File: src/rtl/md5_round_ctl_pkg.sv
// Shared definitions for the MD5 round sequencer: FSM states, shift constants and the T-constant lookup.
// The MD5_BLKCNT_EN build option lives in md5_round_ctl; nothing here depends on it.
package md5_round_ctl_pkg;

  typedef enum logic [1:0] {
    ST_IDLE = 2'd0,
    ST_RUN  = 2'd1,
    ST_DONE = 2'd2
  } state_e;

  typedef enum logic [1:0] {
    FN_F = 2'd0,
    FN_G = 2'd1,
    FN_H = 2'd2,
    FN_I = 2'd3
  } func_e;

  localparam logic [5:0] LAST_ROUND = 6'd63;

  localparam logic [4:0] S11 = 5'd7, S12 = 5'd12, S13 = 5'd17, S14 = 5'd22;
  localparam logic [4:0] S21 = 5'd5, S22 = 5'd9,  S23 = 5'd14, S24 = 5'd20;
  localparam logic [4:0] S31 = 5'd4, S32 = 5'd11, S33 = 5'd16, S34 = 5'd23;
  localparam logic [4:0] S41 = 5'd6, S42 = 5'd10, S43 = 5'd15, S44 = 5'd21;

  // T00..T63: floor(|sin(i+1)| * 2^32).
  localparam logic [31:0] T_TABLE [0:63] = '{
    32'hd76aa478, 32'he8c7b756, 32'h242070db, 32'hc1bdceee,
    32'hf57c0faf, 32'h4787c62a, 32'ha8304613, 32'hfd469501,
    32'h698098d8, 32'h8b44f7af, 32'hffff5bb1, 32'h895cd7be,
    32'h6b901122, 32'hfd987193, 32'ha679438e, 32'h49b40821,
    32'hf61e2562, 32'hc040b340, 32'h265e5a51, 32'he9b6c7aa,
    32'hd62f105d, 32'h02441453, 32'hd8a1e681, 32'he7d3fbc8,
    32'h21e1cde6, 32'hc33707d6, 32'hf4d50d87, 32'h455a14ed,
    32'ha9e3e905, 32'hfcefa3f8, 32'h676f02d9, 32'h8d2a4c8a,
    32'hfffa3942, 32'h8771f681, 32'h6d9d6122, 32'hfde5380c,
    32'ha4beea44, 32'h4bdecfa9, 32'hf6bb4b60, 32'hbebfbc70,
    32'h289b7ec6, 32'heaa127fa, 32'hd4ef3085, 32'h04881d05,
    32'hd9d4d039, 32'he6db99e5, 32'h1fa27cf8, 32'hc4ac5665,
    32'hf4292244, 32'h432aff97, 32'hab9423a7, 32'hfc93a039,
    32'h655b59c3, 32'h8f0ccc92, 32'hffeff47d, 32'h85845dd1,
    32'h6fa87e4f, 32'hfe2ce6e0, 32'ha3014314, 32'h4e0811a1,
    32'hf7537e82, 32'hbd3af235, 32'h2ad7d2bb, 32'heb86d391
  };

  function automatic logic [31:0] tlut(input logic [5:0] idx);
    return T_TABLE[idx];
  endfunction

  // Message word index g; every term is taken mod 16, so only the low nibble of the round matters.
  function automatic logic [3:0] widx_of(input logic [5:0] r);
    logic [3:0] lo;
    logic [3:0] g;
    lo = r[3:0];
    g  = lo;
    case (r[5:4])
      2'd1:    g = lo * 4'd5 + 4'd1;
      2'd2:    g = lo * 4'd3 + 4'd5;
      2'd3:    g = lo * 4'd7;
      default: g = lo;
    endcase
    return g;
  endfunction

endpackage

File: src/rtl/md5_slut.sv
// Shift-amount lookup: round function and round[1:0] select the left-rotate amount.
module md5_slut
  import md5_round_ctl_pkg::*;
(
  input  logic [1:0] func,
  input  logic [1:0] step,
  output logic [4:0] shift
);

  // NOTE: combinational outputs get a default first so no path can infer a latch.
  always_comb begin
    shift = S11;
    case ({func, step})
      {FN_F, 2'd0}: shift = S11;
      {FN_F, 2'd1}: shift = S12;
      {FN_F, 2'd2}: shift = S13;
      {FN_F, 2'd3}: shift = S14;
      {FN_G, 2'd0}: shift = S21;
      {FN_G, 2'd1}: shift = S22;
      {FN_G, 2'd2}: shift = S23;
      {FN_G, 2'd3}: shift = S24;
      {FN_H, 2'd0}: shift = S31;
      {FN_H, 2'd1}: shift = S32;
      {FN_H, 2'd2}: shift = S33;
      {FN_H, 2'd3}: shift = S34;
      {FN_I, 2'd0}: shift = S41;
      {FN_I, 2'd1}: shift = S42;
      {FN_I, 2'd2}: shift = S43;
      {FN_I, 2'd3}: shift = S44;
      default:      shift = S11;
    endcase
  end

endmodule

File: config.mk
export PLATFORM = sky130hd
export DESIGN_NAME = md5_slut
export DESIGN_NICKNAME = d
export VERILOG_FILES = /design/src/rtl/md5_round_ctl_pkg.sv /design/src/rtl/md5_slut.sv
export SDC_FILE = /design/constraint.sdc
export NUM_CORES = 1
export LEC_CHECK = 0
export ABC_CLOCK_PERIOD_IN_PS = 1500
export CAP_MARGIN = 30
export CORE_AREA = 5 5 42 44
export DETAILED_ROUTE_END_ITERATION = 16
export DIE_AREA = 0 0 47 49
export GPL_ROUTABILITY_DRIVEN = 0
export GPL_TIMING_DRIVEN = 0
export PLACE_DENSITY = 0.34
export SLEW_MARGIN = 10
export SYNTH_ARGS = -nofsm -noshare
export SYNTH_HDL_FRONTEND = slang
export SYNTH_SLANG_ARGS = --single-unit
File: constraint.sdc
create_clock -name vclk -period 1.5
set_input_delay 0.225 -clock vclk [all_inputs]
set_output_delay 0.225 -clock vclk [all_outputs]
set_load 0.05 [all_outputs]
==> results of run 1 <==
-- routing by layer --
metal  vias up  global-route usage [%]  share of wire, %
met5         -                       0                 0
met4         0                       0                 0
met3         0                   0.369               9.5
met2         6                    5.43                42
met1        56                    5.47                48
li1         76                       -                 -
-- timing repair --
action                     in CTS  in global routing
setup endpoints to repair       5                  2
resized for setup              36                  6
hold buffers                    0                  0
gates cloned                    0                  0
-- kinds of logic after synthesis --
family	after synthesis	synth area share, %
multiplexers	3	27.2
AO/OA/AOI/OAI	2	8.00
AND/OR/NAND/NOR	4	14.4
buffers and inverters	5	12.8
XOR/XNOR	1	5.60
adder cells (fa/ha/maj)	4	32.0
-- final timing paths --
path / cells past startpoint / endpoint
max: 5 / shift[1]
min: 3 / shift[2]
-- metrics by stage --
stage / power (uW) / TNS, ns / std cells / setup WS [ns] / area, um^2
2_1_floorplan: 84.6 / -0.222 / 19 / -0.115 / 169
5_1_grt: 143 / 0 / 43 / 0.00932 / 303
3_3_place_gp: 129 / -4.33 / 43 / -1.10 / 269
4_1_cts: 133 / 0 / 43 / 0.0125 / 283
6_report: 135 / 0 / 43 / 0.0303 / 303
3_5_place_dp: 130 / -4.46 / 43 / -1.14 / 269
-- cell usage after synthesis --
master	number	area, um^2
inv_1	4	15.0
xor2_1	1	8.76
nand2b_1	1	6.26
buf_2	1	5.00
mux2i_1	2	20.0
o31ai_1	1	7.51
o21ai_0	1	5.00
nor2b_1	2	12.5
ha_1	4	50.1
mux4_2	1	22.5
nand2_1	1	3.75
-- area by class of cell --
| type | count | share of cell area [%] |
|---|---|---|
| plain buffers | 1 | 1.65 |
| inverters | 4 | 5.79 |
| multi-input cells | 14 | 57.4 |
| well taps | 16 | 6.61 |
| repair buffers | 8 | 28.5 |
-- placed cells by master (no fill, tap or decap), types with 2 or more instances in the layout --
cell type,synthesis,final
buf_8,0,2
buf_2,1,2
mux2i_1,2,2
nor2b_1,2,2
ha_1,4,2
inv_1,4,3
ha_4,0,2
clkdlybuf4s15_2,0,3
-- power breakdown --
group / switching (uW) / leakage, uW / internal [uW]
combinational: 83.8 / 0.000129 / 51.1
sequential: 0 / 0 / 0
clock: 0 / 0 / 0
total: 83.8 / 0.000129 / 51.1
==> flow_metrics.py, run 1 <==
metrics = {
    "sta": {
        "maxSlewViolCount": 0,
        "hold_violations": 0,
        "worst_pin_slew_ns": 0.486,
        "rsz0062_at_grt": "false",
        "clock.fmax_mhz": 680,
        "period_needed_ns": 1.47,
        "max-slew-margin-rel_pct": 67.7,
        "fin_crit_sh_pct": 98.0,
        "setup_viol": 0,
        "whs_ns": 0.914,
    },
    "layout": {
        "nFillCells": 158,
        "drive_gt1_share_pct": 51.9,
        "nClkBuffers": 0,
        "seq_cells": 0,
        "final_util_pct": 21.6,
        "final-seq-area_um2": 0,
        "antenna_cells": 0,
        "fin_nets": 37,
        "multiInputGateArea_um2": 174,
        "area_delta_synth_final_pct": 93.6,
    },
    "worst_setup_path": {
        "start_kind": "input pin",
        "slowest_delay_ns": 0.48,
        "crit_path_start": "step[0]",
        "crit_buf_inv": 3,
        "critPathKind": "input pin to output pin",
        "cp-end-kind": "output pin",
        "crit_top_cell": "buf_8",
        "cpLargestDelayFamily": "multiplexers",
        "critical-path-slowest-cell": "mux4_2",
        "path_cells": "buf_8, inv_4, ha_4, mux4_2, buf_8",
        "arrival_ns": 1.24,
        "crit_fanout": 5,
        "required_ns": 1.27,
    },
    "grt": {
        "overflow": 0,
        "grt_pass1_wl_um": 648,
        "grt_max_degree": 8,
        "antenna_found_initial": 0,
        "grt_pass1_vias": 150,
        "grt_use_total_pct": 3.52,
    },
    "clock_tree": {
        "postCtsSetupRepairBufs": 0,
    },
    "drt": {
        "antenna_left": 0,
        "viasPerCell": 3.21,
        "drtPass1Iterations": 1,
        "drc": 0,
        "drtIter0Drc": 0,
        "routed_wl_um": 398,
        "wire_per_inst_um": 9.26,
        "dr_total_vias": 138,
    },
    "hold_path": {
        "worstHoldStart": "func[0]",
        "holdCritPathClass": "input pin to output pin",
    },
    "power": {
        "power.leakage_uw": 0.000129,
        "vdd_drop_max_mv": 0.113,
        "powerDensity_mw_per_mm2": 446,
    },
    "yosys": {
        "ys.warnings.count": 0,
        "synth_area_um2": 156,
        "synthDistinctLibCells": 11,
        "synth_fp_nets": 27,
        "synthCells": 19,
        "avgSynthCellArea_um2": 8.23,
        "synth_seq_area_share_pct": 0,
    },
    "floorplan": {
        "initial_core_util_pct": 11.2,
        "core_area_mm2": 0.00140,
        "io_pins": 9,
        "die_area_mm2": 0.00230,
        "die_y_um": 49,
        "rows": 14,
        "die_x_um": 47,
    },
    "flow_run": {
        "cap_violations": 0,
    },
    "place": {
        "dp_hpwl_um": 349,
        "port_buffers": 8,
    },
    "run_status": {
        "status": "complete, no violations",
    },
}
(Power assumes the default switching activity.)
==> run 2: changes to the inputs <==
CAP_MARGIN = 5   (was 30)
SLEW_MARGIN = unset   (was 10)
==> results of run 2 <==
Same layout as run 1: the final DEF is identical, and so are final timing and power.
==> run 3: changes to the inputs <==
PLACE_DENSITY = unset   (was 0.34)
PLACE_DENSITY_LB_ADDON = 0.2   (was unset)
==> run 3 against run 2 <==
  * Die area is the same
  * Worst setup slack improved by 0.0092 ns
  * First-iteration DRC count is the same
  * Design area fell by 3.3%
  * Sequential cell count did not move
  * Sequential share of layout area stayed put
  * Wire length increased by 3.3%
  * Fmax up 0.63%
  * Critical path depth stayed put
  * Combinational power barely moved
==> flow_metrics.py, run 3 (synthesis results as in run 1) <==
metrics = {
    "sta": {
        "tns_ns": 0,
        "clock.fmax_mhz": 685,
        "fin_crit_sh_pct": 97.4,
        "max-slew-margin-rel_pct": 67.4,
        "whs_ns": 0.913,
        "rsz0062_at_grt": "false",
        "setup_viol": 0,
        "hold_violations": 0,
        "worst_pin_slew_ns": 0.490,
        "period_needed_ns": 1.46,
        "maxSlewViolCount": 0,
    },
    "worst_setup_path": {
        "crit_fanout": 5,
        "required_ns": 1.27,
        "arrival_ns": 1.24,
        "critPathKind": "input pin to output pin",
        "start_kind": "input pin",
        "crit_path_start": "step[0]",
        "cp-end-kind": "output pin",
    },
    "drt": {
        "routed_wl_um": 411,
        "antenna_left": 0,
        "drtIter0Drc": 0,
        "wire_per_inst_um": 9.56,
        "drtPass1Iterations": 1,
        "viasPerCell": 3.49,
        "dr_total_vias": 150,
        "drc": 0,
    },
    "layout": {
        "nClkBuffers": 0,
        "final_area_um2": 293,
        "layout_common_cells": "inv_1, clkdlybuf4s15_2",
        "multiInputGateArea_um2": 164,
        "fin_nets": 37,
        "drive_gt1_share_pct": 51.9,
        "final_util_pct": 20.9,
        "final-seq-area_um2": 0,
        "area_delta_synth_final_pct": 87.2,
        "nFillCells": 170,
        "seq_cells": 0,
        "antenna_cells": 0,
    },
    "clock_tree": {
        "hold_buffers": 0,
        "postCtsSetupRepairBufs": 0,
    },
    "floorplan": {
        "die_y_um": 49,
        "die_x_um": 47,
        "core_area_mm2": 0.00140,
        "die_area_mm2": 0.00230,
        "rows": 14,
        "initial_core_util_pct": 11.2,
        "io_pins": 9,
    },
    "power": {
        "p_total_uw": 133,
        "powerDensity_mw_per_mm2": 455,
        "power.leakage_uw": 0.000128,
        "vdd_drop_max_mv": 0.159,
    },
    "hold_path": {
        "worstHoldStart": "func[0]",
        "holdCritPathClass": "input pin to output pin",
    },
    "flow_run": {
        "cap_violations": 0,
    },
    "run_status": {
        "status": "complete, no violations",
    },
    "grt": {
        "antenna_found_initial": 0,
        "overflow": 0,
        "grt_pass1_wl_um": 710,
        "grt_max_degree": 8,
        "grt_use_total_pct": 3.87,
        "grt_pass1_vias": 158,
    },
    "place": {
        "port_buffers": 8,
        "dp_hpwl_um": 317,
        "placed_cell_area_um2": 269,
    },
}
[run 3: changes by cell type in the layout (fill, tap and decap cells not counted)]
cell	delta
buf_6	+2
ha_2	+1
ha_4	-1
buf_4	-1
buf_8	-1
[run 3: per-stage QoR]
stage               setup WS [ns]  cells
global placement            -1.10     43
detailed placement          -1.12     43
floorplan                  -0.115     19
finish                     0.0395     43
CTS                       0.00741     43
global route              0.00211     43
[run 3: path summary, 6_finish.rpt]
| kind | end | slack, ns | depth (start not counted) |
|---|---|---|---|
| worst max-delay path | shift[1] | 0.04 | 5 |
| worst min-delay path | shift[2] | 0.91 | 3 |
[run 3: area by class of cell]
| type | instances | share of cell area, % |
|---|---|---|
| multi-input combinational | 14 | 56.0 |
| tap | 16 | 6.84 |
| timing repair buffer | 8 | 29.5 |
| inverter | 4 | 5.98 |
| buffer | 1 | 1.71 |
[run 3: worst max-delay path, stage by stage]
cell	delay, ns
buf_6	0.11
inv_4	0.06
ha_4	0.19
mux4_2	0.48
buf_8	0.17
[run 3: layer usage]
metal / GRT usage (%) / part of all wire, % / routed length, um / vias to the layer above
met5: 0 / 0 / 0 / -
met2: 5.66 / 42 / 174 / 7
met3: 0.369 / 11 / 46 / 0
li1: - / - / - / 78
met4: 0 / 0 / 0 / 0
met1: 6.33 / 46 / 190 / 65
[run 3: report_power, final]
part           internal [uW]  total (uW)  switching [uW]  leakage, uW
Combinational           50.4         133            82.8     0.000128
Sequential                 0           0               0            0
Clock                      0           0               0            0
[run 3: what timing repair did]
item | in CTS | in global routing
endpoints found under the setup margin | 5 | 2
resized for setup | 37 | 4
gates cloned | 0 | 0
pin swaps | 0 | 1
